### config.mk
export PLATFORM = sky130hd
export DESIGN_NAME = hyper_dev_resp_flat
export DESIGN_NICKNAME = d
export VERILOG_FILES = /design/src/rtl/hyper_dev_resp_if.sv /design/src/rtl/hyper_dev_resp.sv /design/src/flat_wrapper.sv
export SDC_FILE = /design/constraint.sdc
export NUM_CORES = 1
export LEC_CHECK = 0
export BUFFER_PORTS_ARGS = -buffer_cell sky130_fd_sc_hd__buf_2
export CORE_MARGIN = 2
export CORE_UTILIZATION = 40
export CTS_BUF_LIST = sky130_fd_sc_hd__clkbuf_2 sky130_fd_sc_hd__clkbuf_4 sky130_fd_sc_hd__clkbuf_8
export DETAILED_ROUTE_END_ITERATION = 8
export PLACE_DENSITY = 0.59
export SYNTH_ARGS = -nofsm -noshare
export SYNTH_HDL_FRONTEND = slang
export SYNTH_SLANG_ARGS = --single-unit
### constraint.sdc
create_clock -name clk_i -period 3.65 [get_ports clk_i]
set_input_delay 0.73 -clock clk_i [delete_from_list [all_inputs] [get_ports clk_i]]
set_output_delay 0.73 -clock clk_i [all_outputs]
set_load 0.02 [all_outputs]
### src/rtl/hyper_dev_resp_if.sv
// HyperBus-style word bus plus single-port memory interface of the device responder.
// No latency of its own: it only groups the device-side signals.
// No backpressure here; flow control lives in ck_en_i slots and the cs_ni framing.
interface hyper_dev_resp_if #(
    parameter int AddrWidth = 16
) ();
    logic                 cs_ni;
    logic                 ck_en_i;
    logic [15:0]          dq_i;
    logic [1:0]           rwds_i;
    logic [15:0]          dq_o;
    logic                 dq_oe_o;
    logic                 rwds_o;
    logic                 rwds_oe_o;
    logic                 mem_req_o;
    logic                 mem_we_o;
    logic [AddrWidth-1:0] mem_addr_o;
    logic [15:0]          mem_wdata_o;
    logic [1:0]           mem_be_o;
    logic [15:0]          mem_rdata_i;

    modport slave (
        input  cs_ni, ck_en_i, dq_i, rwds_i, mem_rdata_i,
        output dq_o, dq_oe_o, rwds_o, rwds_oe_o,
        output mem_req_o, mem_we_o, mem_addr_o, mem_wdata_o, mem_be_o
    );

    modport master (
        output cs_ni, ck_en_i, dq_i, rwds_i, mem_rdata_i,
        input  dq_o, dq_oe_o, rwds_o, rwds_oe_o,
        input  mem_req_o, mem_we_o, mem_addr_o, mem_wdata_o, mem_be_o
    );
endinterface

### src/rtl/hyper_dev_resp.sv
// HyperBus-style device responder: CA decode, CR0 latency, burst reads/writes to a 1-cycle memory.
// Latency: CR0-programmed slots before data; reads stream one word per slot (mem data bypassed).
// Backpressure: controller paces via ck_en_i, rwds_o marks valid read data; HYPER_DEV_RESP_WRAP_EN enables wrapped bursts.
module hyper_dev_resp #(
    parameter int AddrWidth  = 16,
    parameter int RstLatency = 6
) (
    input  logic             clk_i,
    input  logic             rst_ni,
    hyper_dev_resp_if.slave  bus
);

    typedef enum logic [2:0] {
        IDLE,
        CMD_ADDR,
        LATENCY,
        READ,
        WRITE,
        REG_WRITE,
        DONE
    } state_e;

    state_e               state_q, state_d;
    logic [31:0]          ca_hi_q, ca_hi_d;
    logic [1:0]           ca_cnt_q, ca_cnt_d;
    logic [4:0]           lat_cnt_q, lat_cnt_d;
    logic [AddrWidth-1:0] addr_q, addr_d;
    logic [15:0]          dq_q, dq_d;
    logic                 dq_vld_q, dq_vld_d;
    logic                 rd_pend_q, rd_pend_d;
    logic                 is_read_q, is_read_d;
    logic                 is_reg_q, is_reg_d;
    logic [3:0]           cr0_lat_q, cr0_lat_d;
    logic                 cr0_fix_q, cr0_fix_d;
`ifdef HYPER_DEV_RESP_WRAP_EN
    logic                 is_lin_q, is_lin_d;
`endif

    logic                 active;
    logic                 slot;
    logic                 rd_issue;
    logic                 word_vld;
    logic [15:0]          word;
    logic [4:0]           lat_slots;
    logic [31:0]          start_full;
    logic [AddrWidth-1:0] start_addr;
    logic [AddrWidth-1:0] addr_nxt;
    logic [15:0]          reg_rd;
    logic                 unused_ca;

    logic                 mem_req;
    logic                 mem_we;
    logic [AddrWidth-1:0] mem_addr;
    logic [15:0]          mem_wdata;
    logic [1:0]           mem_be;

    // Reset acts like a deselect so nothing is issued in the reset cycle itself.
    assign active     = rst_ni & ~bus.cs_ni;
    assign slot       = active & bus.ck_en_i;
    assign lat_slots  = cr0_fix_q ? {cr0_lat_q, 1'b0} : {1'b0, cr0_lat_q};
    assign start_full = {ca_hi_q[28:0], bus.dq_i[2:0]};
    assign start_addr = start_full[AddrWidth-1:0];
    assign reg_rd     = (addr_q == '0) ? {8'h00, cr0_lat_q, cr0_fix_q, 3'b000} : 16'h0C81;
    assign word_vld   = dq_vld_q | rd_pend_q;
    assign word       = rd_pend_q ? bus.mem_rdata_i : dq_q;
    assign unused_ca  = ^{ca_hi_q, start_full};

    always_comb begin
        addr_nxt = addr_q + AddrWidth'(1);
`ifdef HYPER_DEV_RESP_WRAP_EN
        if (!is_lin_q) begin
            addr_nxt = {addr_q[AddrWidth-1:4], addr_q[3:0] + 4'd1};
        end
`endif
    end

    always_comb begin
        state_d   = state_q;
        ca_hi_d   = ca_hi_q;
        ca_cnt_d  = ca_cnt_q;
        lat_cnt_d = lat_cnt_q;
        addr_d    = addr_q;
        dq_d      = dq_q;
        dq_vld_d  = dq_vld_q;
        rd_pend_d = 1'b0;
        is_read_d = is_read_q;
        is_reg_d  = is_reg_q;
        cr0_lat_d = cr0_lat_q;
        cr0_fix_d = cr0_fix_q;
`ifdef HYPER_DEV_RESP_WRAP_EN
        is_lin_d  = is_lin_q;
`endif
        rd_issue  = 1'b0;
        mem_req   = 1'b0;
        mem_we    = 1'b0;
        mem_addr  = '0;
        mem_wdata = '0;
        mem_be    = '0;

        if (!active) begin
            state_d  = IDLE;
            dq_vld_d = 1'b0;
        end else begin
            case (state_q)
                IDLE: begin
                    state_d  = CMD_ADDR;
                    ca_cnt_d = 2'd0;
                    dq_vld_d = 1'b0;
                end
                CMD_ADDR: begin
                    if (slot) begin
                        ca_cnt_d = ca_cnt_q + 2'd1;
                        if (ca_cnt_q == 2'd0) begin
                            ca_hi_d[31:16] = bus.dq_i;
                        end else if (ca_cnt_q == 2'd1) begin
                            ca_hi_d[15:0] = bus.dq_i;
                        end else begin
                            is_read_d = ca_hi_q[31];
                            is_reg_d  = ca_hi_q[30];
`ifdef HYPER_DEV_RESP_WRAP_EN
                            is_lin_d  = ca_hi_q[29];
`endif
                            addr_d    = start_addr;
                            if (!ca_hi_q[31] && ca_hi_q[30]) begin
                                state_d = REG_WRITE;
                            end else if (lat_slots == 5'd0) begin
                                state_d = ca_hi_q[31] ? READ : WRITE;
                            end else begin
                                state_d   = LATENCY;
                                lat_cnt_d = lat_slots;
                            end
                        end
                    end
                end
                LATENCY: begin
                    if (slot) begin
                        if (lat_cnt_q == 5'd1) begin
                            state_d  = is_read_q ? READ : WRITE;
                            rd_issue = is_read_q;
                        end else begin
                            lat_cnt_d = lat_cnt_q - 5'd1;
                        end
                    end
                end
                READ: begin
                    // A slot consumes the presented word and fetches the next one in the same cycle.
                    if (slot && word_vld) begin
                        dq_vld_d = 1'b0;
                        rd_issue = 1'b1;
                    end else if (rd_pend_q) begin
                        dq_d     = bus.mem_rdata_i;
                        dq_vld_d = 1'b1;
                    end else if (!dq_vld_q) begin
                        rd_issue = 1'b1;
                    end
                end
                WRITE: begin
                    if (slot) begin
                        mem_req   = 1'b1;
                        mem_we    = 1'b1;
                        mem_addr  = addr_q;
                        mem_wdata = bus.dq_i;
                        mem_be    = ~bus.rwds_i;
                        addr_d    = addr_nxt;
                    end
                end
                REG_WRITE: begin
                    if (slot) begin
                        cr0_lat_d = bus.dq_i[7:4];
                        cr0_fix_d = bus.dq_i[3];
                        state_d   = DONE;
                    end
                end
                DONE: begin
                    state_d = DONE;
                end
                default: begin
                    state_d = IDLE;
                end
            endcase
        end

        if (rd_issue) begin
            addr_d = addr_nxt;
            if (is_reg_q) begin
                dq_d     = reg_rd;
                dq_vld_d = 1'b1;
            end else begin
                mem_req   = 1'b1;
                mem_addr  = addr_q;
                rd_pend_d = 1'b1;
            end
        end
    end

    always_ff @(posedge clk_i) begin
        if (!rst_ni) begin
            state_q   <= IDLE;
            ca_hi_q   <= '0;
            ca_cnt_q  <= '0;
            lat_cnt_q <= '0;
            addr_q    <= '0;
            dq_q      <= '0;
            dq_vld_q  <= 1'b0;
            rd_pend_q <= 1'b0;
            is_read_q <= 1'b0;
            is_reg_q  <= 1'b0;
            cr0_lat_q <= 4'(RstLatency);
            cr0_fix_q <= 1'b1;
`ifdef HYPER_DEV_RESP_WRAP_EN
            is_lin_q  <= 1'b1;
`endif
        end else begin
            state_q   <= state_d;
            ca_hi_q   <= ca_hi_d;
            ca_cnt_q  <= ca_cnt_d;
            lat_cnt_q <= lat_cnt_d;
            addr_q    <= addr_d;
            dq_q      <= dq_d;
            dq_vld_q  <= dq_vld_d;
            rd_pend_q <= rd_pend_d;
            is_read_q <= is_read_d;
            is_reg_q  <= is_reg_d;
            cr0_lat_q <= cr0_lat_d;
            cr0_fix_q <= cr0_fix_d;
`ifdef HYPER_DEV_RESP_WRAP_EN
            is_lin_q  <= is_lin_d;
`endif
        end
    end

    always_comb begin
        bus.dq_oe_o   = 1'b0;
        bus.dq_o      = '0;
        bus.rwds_oe_o = 1'b0;
        bus.rwds_o    = 1'b0;
        if (state_q == CMD_ADDR) begin
            bus.rwds_oe_o = 1'b1;
            bus.rwds_o    = cr0_fix_q;
        end else if (state_q == READ) begin
            bus.dq_oe_o   = 1'b1;
            bus.dq_o      = word;
            bus.rwds_oe_o = 1'b1;
            bus.rwds_o    = word_vld;
        end
    end

    assign bus.mem_req_o   = mem_req;
    assign bus.mem_we_o    = mem_we;
    assign bus.mem_addr_o  = mem_addr;
    assign bus.mem_wdata_o = mem_wdata;
    assign bus.mem_be_o    = mem_be;

endmodule

### src/flat_wrapper.sv
// flat-port wrapper written by rule: the top's interface ports become plain ports
module hyper_dev_resp_flat 
#(
    parameter int AddrWidth  = 16,
    parameter int RstLatency = 6
)
  (clk_i, rst_ni, bus_cs_ni, bus_ck_en_i, bus_dq_i, bus_rwds_i, bus_mem_rdata_i, bus_dq_o, bus_dq_oe_o, bus_rwds_o, bus_rwds_oe_o, bus_mem_req_o, bus_mem_we_o, bus_mem_addr_o, bus_mem_wdata_o, bus_mem_be_o);
  hyper_dev_resp_if #(.AddrWidth(AddrWidth)) bus_i ();
  input  logic clk_i;
  input  logic rst_ni;
  input wire logic [$bits(bus_i.cs_ni)-1:0] bus_cs_ni;
  input wire logic [$bits(bus_i.ck_en_i)-1:0] bus_ck_en_i;
  input wire logic [$bits(bus_i.dq_i)-1:0] bus_dq_i;
  input wire logic [$bits(bus_i.rwds_i)-1:0] bus_rwds_i;
  input wire logic [$bits(bus_i.mem_rdata_i)-1:0] bus_mem_rdata_i;
  output wire logic [$bits(bus_i.dq_o)-1:0] bus_dq_o;
  output wire logic [$bits(bus_i.dq_oe_o)-1:0] bus_dq_oe_o;
  output wire logic [$bits(bus_i.rwds_o)-1:0] bus_rwds_o;
  output wire logic [$bits(bus_i.rwds_oe_o)-1:0] bus_rwds_oe_o;
  output wire logic [$bits(bus_i.mem_req_o)-1:0] bus_mem_req_o;
  output wire logic [$bits(bus_i.mem_we_o)-1:0] bus_mem_we_o;
  output wire logic [$bits(bus_i.mem_addr_o)-1:0] bus_mem_addr_o;
  output wire logic [$bits(bus_i.mem_wdata_o)-1:0] bus_mem_wdata_o;
  output wire logic [$bits(bus_i.mem_be_o)-1:0] bus_mem_be_o;
  assign bus_i.cs_ni = bus_cs_ni;
  assign bus_i.ck_en_i = bus_ck_en_i;
  assign bus_i.dq_i = bus_dq_i;
  assign bus_i.rwds_i = bus_rwds_i;
  assign bus_i.mem_rdata_i = bus_mem_rdata_i;
  assign bus_dq_o = bus_i.dq_o;
  assign bus_dq_oe_o = bus_i.dq_oe_o;
  assign bus_rwds_o = bus_i.rwds_o;
  assign bus_rwds_oe_o = bus_i.rwds_oe_o;
  assign bus_mem_req_o = bus_i.mem_req_o;
  assign bus_mem_we_o = bus_i.mem_we_o;
  assign bus_mem_addr_o = bus_i.mem_addr_o;
  assign bus_mem_wdata_o = bus_i.mem_wdata_o;
  assign bus_mem_be_o = bus_i.mem_be_o;
  hyper_dev_resp #(.AddrWidth(AddrWidth), .RstLatency(RstLatency)) u_core (.clk_i(clk_i), .rst_ni(rst_ni), .bus(bus_i));
endmodule
* After elaboration in Yosys (flattened, before gate mapping)
Index checks and enable logic that the tools add are counted.
W data, S select, Z words.
** Word-level totals
- Flip-flop bits (word level) :: 80
- Output and inout port bits :: 55
** Operators by class
- Bitwise logic cells :: 8
- Muxes and demuxes :: 73
- Add/subtract/negate cells :: 3
- Reduce and logical (&&, ||, !) cells :: 22
- Eq/ne operators :: 21
** Operators with widths (count)
- $mux W16 :: 22
- $mux W5 :: 8
- $pmux W16 S2 :: 1
- $mux W3 :: 10
- $mux W1 :: 22
- $pmux W3 S6 :: 1
- $add A16 B1 Y16 const B :: 1
- $logic_not A16 Y1 :: 1
- $mux W12 :: 1
- $ne A2 B2 Y1 const B :: 5
- $pmux W5 S2 :: 1
- $reduce_and A5 Y1 :: 2
- $eq A3 B3 Y1 const B :: 3
- $reduce_and A9 Y1 :: 1
- $mux W2 :: 4
- $ne A2 B1 Y1 const B :: 4
- $reduce_and A7 Y1 :: 1
- $eq A3 B2 Y1 const B :: 2
- $ne A3 B1 Y1 const B :: 2
- $ne A3 B2 Y1 const B :: 2
- $reduce_and A3 Y1 :: 2
- $reduce_and A6 Y1 :: 1
- $reduce_bool A2 Y1 :: 3
- $eq A5 B1 Y1 const B :: 1
- other kinds (19) :: 26

* Longest topological paths before layout
Gate-level depths: netlist of the first run.
- Depth after elaboration :: 9
- Depth in mapped cells :: 9
- Gate-level depth less buffers :: 7

* Least setup slack after synthesis of the first run
No wires, ideal clock.
- Kind :: input to output
- From :: input port bus_cs_ni
- To :: output port bus_mem_addr_o[11]
- Buffers on the path :: 2
- Data arrival time :: 2152 ps
- Cell stages on the path :: 7
- Slack :: 768 ps
- Data required time :: 2920 ps
- Path through :: and4bb_1 and4_4 buf_6 nor2_1 o21a_1 buf_2 nor2b_1
** Between the ends
- Cells in the longest elaborated chain, start to end :: 8
** Ends and longest elaborated chain
- start, declared :: RTL line flat_wrapper.sv:11 : input wire logic [$bits(bus_i.cs_ni)-1:0] bus_cs_ni;
- $not A1 Y1 (*) :: RTL line hyper_dev_resp.sv:58 : assign active = rst_ni & ~bus.cs_ni;
- $and A1 B1 Y1 (*) :: RTL line hyper_dev_resp.sv:58
- $and A1 B1 Y1 :: RTL line hyper_dev_resp.sv:59 : assign slot = active & bus.ck_en_i;
- $logic_and A1 B1 Y1 / $mux W16 (equally long branches) :: RTL line hyper_dev_resp.sv:147, hyper_dev_resp.sv:158
- $mux W1 / $mux W16 (equally long branches) :: RTL line hyper_dev_resp.sv:147, hyper_dev_resp.sv:104
- $pmux W1 S2 / $mux W16 (equally long branches) :: RTL line hyper_dev_resp.sv:104, hyper_dev_resp.sv:100
- $mux W1 / $mux W16 (equally long branches) :: RTL line hyper_dev_resp.sv:100, hyper_dev_resp.sv:185
- $mux W16 (*) :: RTL line hyper_dev_resp.sv:183 : if (rd_issue) begin
- end, declared :: RTL line flat_wrapper.sv:22 : output wire logic [$bits(bus_i.mem_addr_o)-1:0] bus_mem_addr_o;
Every way passes the cells marked *; elsewhere a longest branch is shown, timed or not.

* Final worst setup path of the first run
- From :: register u_core.state_q[1]
- To :: output port bus_mem_addr_o[11]
** Between the ends
- Cells in the longest elaborated chain, start to end :: 5
** Ends and longest elaborated chain
- start, declared :: RTL line hyper_dev_resp.sv:23 : state_e state_q, state_d;
- start signal, assigned :: RTL line hyper_dev_resp.sv:214 : state_q <= state_d;
- $eq A3 B3 Y1 :: RTL line hyper_dev_resp.sv:104 : case (state_q)
- $mux W16 :: RTL line hyper_dev_resp.sv:104
- $mux W16 :: RTL line hyper_dev_resp.sv:100 : if (!active) begin
- $mux W16 :: RTL line hyper_dev_resp.sv:185 : if (is_reg_q) begin
- $mux W16 (*) :: RTL line hyper_dev_resp.sv:183
Marked as above.

==> results.toml, run 1 <==
[outcome]
run_status = "completed"

[run]
drv_cap = 0

[min_path]
hold_start = "u_core.dq_q[1]"
min_delay_path_depth = 2
hold_end = "u_core.dq_q[1]"
hold_path.class = "reg -> reg"

[synthesis]
share_of_cell_area_taken_by_muxes_after_synthesis_pct = 10.6
syn-cell-area_sq_um = 4110
synth_fa_ha_area_share_pct = 1.83
synth_seq_area_share_pct = 32.2
synth_ff_type = "dfxtp_1"
synth_simple_gate_area_share_pct = 30.6
synthArstFlopShare_pct = 0
synth_nets = 551
post_synth_inst_count = 507
main_combinational_cell_family_by_area_after_synthesis = "simple AND/OR/NAND/NOR gates"
yosys.cell_count.top_type = "nand2_1"
yosys-top-cells-count = "nand2_1 (68), dfxtp_1 (66), nor2_1 (53), mux2i_1 (38), a21oi_1 (30)"
synth_top_area_cell = "dfxtp_1"
synth-edff-count = 0
synthDistinctLibCells = 73
yosys_register_bits = 66
yosys.area_share.xor_xnor_pct = 0
synth.yosys.warnings = 0
post-synth-top-area-fraction_pct = 32.2
synth_compound_area_share_pct = 19.0
syn_avg_cell_area_sq_um = 8.10
ys_top_cells_by_area = "dfxtp_1 (32%), mux2i_1 (9.3%), nand2_1 (6.2%)"

[timing]
final-hold-violation-count = 0
slew_headroom_pct = 45.9
timing.clock.skew_ns = 0.0127
final_period_minus_worst_setup_slack_ns = 3.33
fin_tns_setup_ns = 0
max_clock_freq_ghz = 0.300
setup_viol_count_final = 0
worst_slew_pin_slew_ns = 0.806
grt_setup_unrepaired = "no"
drv_slew = 0
post-route-period-util_pct = 91.2

[die]
core_area_sq_um = 9860
die_area_sq_um = 11100
placement_rows = 36
start_util_pct = 41.6
floorplan.die.width_um = 105
dieHeight_um = 105
boundaryPins = 93

[final_layout]
flow.area_growth_from_synthesis_pct = 18.6
ff_latch_area_sq_um = 1320
insertedDiodeCount = 0
multi_input_comb_area_sq_um = 2550
n_fill_cell = 987
final_cells = 726
finish.instance_area_sq_um = 4870
nets = 633
layout_cell_share_with_drive_strength_beyond_1_pct = 24.1

[clock_tree]
worstSkewPairLatency_ns = 0.34
numCtsBuffers = 9
cts_root_buf = "clkbuf_8"
postCtsHoldBufs = 0
htreeDepth = 3
post_cts_setup_buffers = 0
cts.reportedPaths.clkPinSlew_ns = 0.08
postCtsResizedCells = 0
clk_path_buf_depth = 2
tritoncts = "yes"
cts.sinks = 66

[drt]
detail-route-antenna-nets = 0
routedWlPerCell_um = 16.2
via_count = 4048
drt_pass1_iterations = 5
drcViolationCount = 0
avgViaCountPerCell = 5.58
drt_iter0_drc = 329
detail_route.wirelength_mm = 11.8

[placed_design]
detailedPlacementHpwl_mm = 8.71
gp_routability_congestion = 0.891
dp_cells = 711
placement.io_buffers = 92
dpl_cell_area_sq_um = 4650

[grt]
grt_overflow_total = 0
grt_use_met3_pct = 3.96
grt_antenna_before_repair = 0
grt_pass1_vias = 3781
wire_length_of_the_first_global_routing_pass_mm = 19.0
maximum_number_of_pins_on_one_net_before_global_route_repair = 29
global_route.usage.met2_pct = 35.3
global_route.usage.total_pct = 21.3
groute.layer.met1.usage_pct = 28.2
grt_most_used_layer = "met2"

[worst_setup_path]
worst_r2r_path_depth = 6
worst_r2r_startpoint = "u_core.state_q[2]"
cp.arrival_ns = 2.60
reg2reg_setup_slack_ns = 1.12
required_time_at_the_worst_slack_endpoint_ns = 2.92
crit_path_start_kind = "register"
timing.critical_path.fanout_max = 17
r2r-end = "u_core.dq_q[2]"
timing_worst_setup_path_type = "reg -> out"
timing.critical_path.to_type = "output port"

[power]
total_leakage_power_nw = 1.96
p_per_area_nw_per_um2 = 338
ir_worst_vdd_uv = 180
kinds of logic after synthesis:
group / count (synthesis)
muxes: 43
DFF: 66
adders and majority gates: 6
and+or+nand+nor: 231
buffers and inverters: 52
AOI/OAI and AO/OA: 109
power by group:
part           switching (W)  internal (W)
logic               0.000136     0.0000836
registers          0.0000231      0.000730
clock network       0.000292      0.000383
flip-flops by register name, indices dropped and copies added (netlist names):
| signal | count |
|---|---|
| u_core.addr_q | 16 |
| u_core.dq_q | 16 |
| u_core.ca_hi_q | 15 |
| u_core.lat_cnt_q | 5 |
| u_core.cr0_lat_q | 4 |
| u_core.state_q | 3 |
| u_core.ca_cnt_q | 2 |
| u_core.cr0_fix_q | 1 |
| u_core.dq_vld_q | 1 |
| u_core.is_read_q | 1 |
| u_core.is_reg_q | 1 |
| u_core.rd_pend_q | 1 |
layer usage:
metal / vias to the layer above / part of all wire, %
met5: - / 0
met2: 136 / 48
met3: 16 / 4.8
met4: 0 / 1.5
li1: 1986 / -
met1: 1910 / 46
area by class of cell:
class	count	share of cell area, %
well taps	133	3.42
clock buffers	9	2.54
clock inverters	6	1.90
flip-flops and latches	66	27.1
multi-input cells	389	52.3
inverters	20	1.54
repair buffers	103	11.2
critical path: stages, from the launching register on:
cell	delay [ns]
dfxtp_1	0.67
nor2b_1	0.36
and4_4	0.36
nor2_1	0.10
o21a_1	0.39
nor2b_1	0.20
buf_2	0.18
layout by cell type (no fill, tap or decap), drive strengths merged, types with 3 or more instances in the layout:
master / count
a211oi: 4
a21oi: 30
a22oi: 4
a31oi: 7
a32oi: 5
and3: 21
and4: 3
buf: 103
clkbuf: 9
dfxtp: 66
ha: 6
inv: 20
mux2: 5
mux2i: 38
nand2: 69
nand2b: 8
nand3: 15
nand3b: 3
nand4: 10
nand4b: 3
nor2: 54
nor2b: 17
nor3: 10
nor3b: 3
nor4: 3
nor4b: 3
o211ai: 6
o21a: 4
o21ai: 20
o311a: 3
o311ai: 3
per-stage QoR:
step	hold WS [ns]	worst slack, ns	total power, W	util [%]
after floorplan	0.432	0.768	0.000916	-
after global placement	0.441	0.532	0.000983	47.2
after detailed placement	0.446	0.503	0.000987	47.2
after CTS	0.458	0.308	0.00167	49.4
after global routing	0.468	0.0643	0.00172	49.4
final	0.457	0.321	0.00165	49.4
how the worst max path moves through the flow:
stage	from	end	cells past startpoint
after floorplan	bus_cs_ni	bus_mem_addr_o[11]	7
after global placement	rst_ni	bus_mem_addr_o[12]	7
after detailed placement	rst_ni	bus_mem_addr_o[11]	7
after CTS	u_core.state_q[2]	bus_mem_addr_o[11]	7
after global routing	u_core.state_q[2]	bus_mem_addr_o[15]	7
final	u_core.state_q[1]	bus_mem_addr_o[11]	6
Power figures use the tool's default switching activity.
==> run 2, diff against run 1 <==
- REMOVE_ABC_BUFFERS: default -> 1
==> run 2 against run 1 <==
Wire length up 1.4%. Clock skew down 0.0027 ns. Die area unchanged. Critical path type unchanged.
==> results.toml, run 2 (synthesis gave the netlist of run 1 again) <==
[outcome]
run_status = "completed"

[drt]
route.layer.met1.wl_mm = 5.58
drt_iter0_drc = 165
detail_route.wirelength_mm = 12.0
drcViolationCount = 0
routedWlPerCell_um = 16.4
detail-route-antenna-nets = 0
maxUsedRoutingLayer = "met4"
drt_pass1_iterations = 5
avgViaCountPerCell = 5.49
via_count = 3996
wl_met3_um = 632
detailroute.wirelength.met2_mm = 5.52

[worst_setup_path]
timing.critical_path.fanout_max = 17
timing.critical_path.to_type = "output port"
crit_path_start_kind = "register"
cp.arrival_ns = 2.68
timing_worst_setup_path_type = "reg -> out"
required_time_at_the_worst_slack_endpoint_ns = 2.92

[final_layout]
top_regs = "u_core.addr_q: 16 flops, u_core.dq_q: 16 flops, u_core.ca_hi_q: 15 flops"
layout_common_cells = "buf_2 (92), nand2_1 (68), dfxtp_1 (66)"
layout_cell_share_with_drive_strength_beyond_1_pct = 24.4
flow.area_growth_from_synthesis_pct = 19.6
finalCoreUtilization_pct = 49.8
nets = 634
layout.cells.most_common = "buf_2"
insertedDiodeCount = 0

[clock_tree]
cts_root_buf = "clkbuf_8"
worstSkewPairLatency_ns = 0.35
htreeDepth = 3
post_cts_setup_buffers = 0
cts.reportedPaths.clkPinSlew_ns = 0.08
clk_path_buf_depth = 2
cts.sinks = 66
tritoncts = "yes"
postCtsHoldBufs = 0
numCtsBuffers = 9
postCtsResizedCells = 0

[die]
placement_rows = 36
core_area_sq_um = 9860
dieHeight_um = 105
die_area_sq_um = 11100
start_util_pct = 41.6
boundaryPins = 93
floorplan.die.width_um = 105

[placed_design]
placement.io_buffers = 92
gp_routability_congestion = 0.892
detailedPlacementHpwl_mm = 8.58

[power]
ir_worst_vdd_uv = 183
share_comb_of_total_power_pct = 12.3
p_per_area_nw_per_um2 = 356
pwr-share-seq_pct = 43.3
intPower_w = 0.00127
p_sw_share_pct = 27.0
total_leakage_power_nw = 1.99
power.share.clock_pct = 44.4
netSwitchingPower_w = 0.000472

[run]
drv_cap = 0

[grt]
wire_length_of_the_first_global_routing_pass_mm = 19.7
maximum_number_of_pins_on_one_net_before_global_route_repair = 20
global_route.usage.total_pct = 22.0
grt_antenna_before_repair = 0
grt_overflow_total = 0
grt_pass1_vias = 3808

[timing]
grt_setup_unrepaired = "no"
final_period_minus_worst_setup_slack_ns = 3.41
setup_viol_count_final = 0
post-route-period-util_pct = 93.5
max_clock_freq_ghz = 0.293
timing.clock.skew_ns = 0.0100
slew_headroom_pct = 30.3
worst_slew_pin_slew_ns = 1.04
drv_slew = 0
fin_tns_setup_ns = 0
final-hold-violation-count = 0

[min_path]
hold_path.class = "reg -> reg"
## run 2: cell count changes in the layout (fill, tap and decap cells not counted), sizes merged
cell | previous run | this run
buf | 103 | 104
inv | 20 | 22
bufinv | 2 | 3
clkinvlp | 2 | 0
## run 2: power groups by stage
stage	clock [W]	combinational, W	sequential [W]
2_1_floorplan	0	0.000127	0.000771
3_3_place_gp	0	0.000211	0.000771
3_5_place_dp	0	0.000214	0.000771
4_1_cts	0.000787	0.000215	0.000754
5_1_grt	0.000828	0.000236	0.000758
6_report	0.000775	0.000215	0.000755
## run 2: per-layer routing
layer	vias to the layer above	global-route usage, %
met5	-	0
met4	0	7.81
met3	18	4.51
met2	124	35.7
met1	1857	28.9
li1	1997	-
## run 2: area by class of cell
cell class	count	area [sq um]
Timing Repair Buffer	104	551
Multi-Input combinational cell	389	2550
Clock buffer	9	124
Tap cell	133	166
Sequential cell	66	1320
Fill cell	968	4950
Inverter	20	75.1
Clock inverter	7	125
## run 2: through the flow
stage | instances | hold WS, ns | area, sq um | power, W | worst slack [ns]
floorplan | 475 | 0.432 | 3940 | 0.000898 | 0.307
global placement | 712 | 0.441 | 4660 | 0.000982 | 0.480
detailed placement | 712 | 0.449 | 4660 | 0.000985 | 0.349
CTS | 728 | 0.462 | 4910 | 0.00176 | 0.243
global route | 728 | 0.481 | 4910 | 0.00182 | 0.0371
finish | 728 | 0.462 | 4910 | 0.00175 | 0.238
## run 2: final timing paths
kind | from | end | slack [ns] | depth (start not counted)
min | u_core.dq_q[12] | u_core.dq_q[12] | 0.46 | 2
min reg2reg | u_core.dq_q[12] | u_core.dq_q[12] | 0.46 | 2
max | u_core.state_q[1] | bus_mem_addr_o[14] | 0.24 | 6
max reg2reg | u_core.state_q[1] | u_core.addr_q[11] | 1.05 | 5
## run 2: critical path, stage by stage, from the launching register on
cell and delay, ns:
dfxtp_1 0.65, nor2b_1 0.37, and4_4 0.36, nor2_1 0.11, o21a_1 0.42, nor2b_1 0.23, buf_2 0.19
==> run 3, diff against run 2 <==
- CTS_CLUSTER_SIZE: default -> 28
- GPL_ROUTABILITY_DRIVEN: default -> 0
- PLACE_DENSITY: 0.59 -> 0.6
==> run 3 against run 2 <==
Clock power down 17%. Final cell count grew 0.14%. Non-clock buffer count up 1. Total power fell by 7.4%. Sequential power is essentially flat. Highest routed layer unchanged.
==> results.toml, run 3 (synthesis gave the netlist of run 1 again) <==
[outcome]
run_status = "completed"

[power]
p_per_area_nw_per_um2 = 332
p_sw_share_pct = 29.8
power.share.clock_pct = 39.9
share_comb_of_total_power_pct = 13.4
intPower_w = 0.00113
ir_worst_vdd_uv = 144
netSwitchingPower_w = 0.000481
total_leakage_power_nw = 1.98
pwr-share-seq_pct = 46.6

[timing]
final_period_minus_worst_setup_slack_ns = 3.35
setup_viol_count_final = 0
drv_slew = 0
fin_tns_setup_ns = 0
worst_slew_pin_slew_ns = 1.03
post-route-period-util_pct = 91.7
final-hold-violation-count = 0
timing.clock.skew_ns = 0.0155
grt_setup_unrepaired = "no"
slew_headroom_pct = 30.9
max_clock_freq_ghz = 0.299
finalHoldWorstSlack_ns = 0.462

[drt]
routedWlPerCell_um = 16.2
detail-route-antenna-nets = 0
drcViolationCount = 0
avgViaCountPerCell = 5.53
detail_route.wirelength_mm = 11.8
drt_pass1_iterations = 4
drt_iter0_drc = 160
via_count = 4030

[clock_tree]
cts_root_buf = "clkbuf_8"
worstSkewPairLatency_ns = 0.36
htreeDepth = 3
cts.sinks = 66
tritoncts = "yes"
numCtsBuffers = 9
clk_path_buf_depth = 2
cts.reportedPaths.clkPinSlew_ns = 0.09
postCtsHoldBufs = 0
postCtsResizedCells = 0
post_cts_setup_buffers = 0

[die]
die_area_sq_um = 11100
start_util_pct = 41.6
floorplan.die.width_um = 105
placement_rows = 36
boundaryPins = 93
dieHeight_um = 105
core_area_sq_um = 9860

[run]
drv_cap = 0

[grt]
grt_antenna_before_repair = 0
global_route.usage.total_pct = 21.9
wire_length_of_the_first_global_routing_pass_mm = 19.7
maximum_number_of_pins_on_one_net_before_global_route_repair = 20
grt_overflow_total = 0
grt_pass1_vias = 3819

[final_layout]
final_cells = 729
flow.area_growth_from_synthesis_pct = 18.6
finish.instance_area_sq_um = 4870
n_fill_cell = 993
layout.cells.most_common = "buf_2"
layout_common_cells = "buf_2 (92), nand2_1 (68), dfxtp_1 (66)"
top_regs = "u_core.addr_q: 16 flops, u_core.dq_q: 16 flops, u_core.ca_hi_q: 15 flops"
insertedDiodeCount = 0
nets = 635
layout_cell_share_with_drive_strength_beyond_1_pct = 24.5

[worst_setup_path]
crit_path_start_kind = "register"
cp.arrival_ns = 2.62
required_time_at_the_worst_slack_endpoint_ns = 2.92
timing_worst_setup_path_type = "reg -> out"
timing.critical_path.fanout_max = 17
timing.critical_path.to_type = "output port"

[placed_design]
detailedPlacementHpwl_mm = 8.70
dpl_cell_area_sq_um = 4670
placement.io_buffers = 92
dp_cells = 713

[min_path]
hold_path.class = "reg -> reg"
-- run 3: changes by cell type in the layout (fill, tap and decap cells not counted), sizes merged --
cell / change
inv: -1
bufinv: -2
clkinv: +3
buf: +1
-- run 3: final timing paths --
kind	startpoint	to	slack (ns)	cells past startpoint
max	u_core.state_q[1]	bus_mem_addr_o[14]	0.30	6
min	u_core.dq_q[8]	u_core.dq_q[8]	0.46	2
max reg2reg	u_core.state_q[2]	u_core.addr_q[12]	0.95	6
min reg2reg	u_core.dq_q[8]	u_core.dq_q[8]	0.46	2
-- run 3: layout make-up --
| type | count | area (sq um) | area share [%] |
|---|---|---|---|
| Timing Repair Buffer | 105 | 558 | 11.5 |
| Clock buffer | 9 | 124 | 2.54 |
| Multi-Input combinational cell | 389 | 2550 | 52.3 |
| Tap cell | 133 | 166 | 3.42 |
| Clock inverter | 7 | 78.8 | 1.62 |
| Sequential cell | 66 | 1320 | 27.1 |
| Inverter | 20 | 75.1 | 1.54 |
-- run 3: power by group through the flow --
stage          clock, W  combinational (W)  sequential, W
2_1_floorplan         0           0.000127       0.000771
3_3_place_gp          0           0.000213       0.000770
3_5_place_dp          0           0.000215       0.000770
4_1_cts        0.000655           0.000217       0.000753
5_1_grt        0.000685           0.000240       0.000756
6_report       0.000646           0.000217       0.000754
-- run 3: worst max-delay path: stages, from the launching register on --
cell and delay [ns]:
dfxtp_1 0.64, nor2b_1 0.38, and4_4 0.37, nor2_1 0.11, o21a_1 0.40, nor2b_1 0.19, buf_2 0.18
-- run 3: through the flow --
stage	util [%]	power [W]	setup slack, ns
after global placement	47.3	0.000983	0.522
after floorplan	-	0.000898	0.307
after detailed placement	47.3	0.000985	0.463
after global routing	49.4	0.00168	0.118
after CTS	49.4	0.00163	0.309
final	49.4	0.00162	0.304
-- run 3: layer usage --
layer	routed length (um)	GRT usage [%]
met3	647	3.46
met1	5540	29.7
met4	121	6.29
met5	0	0
met2	5530	36.0
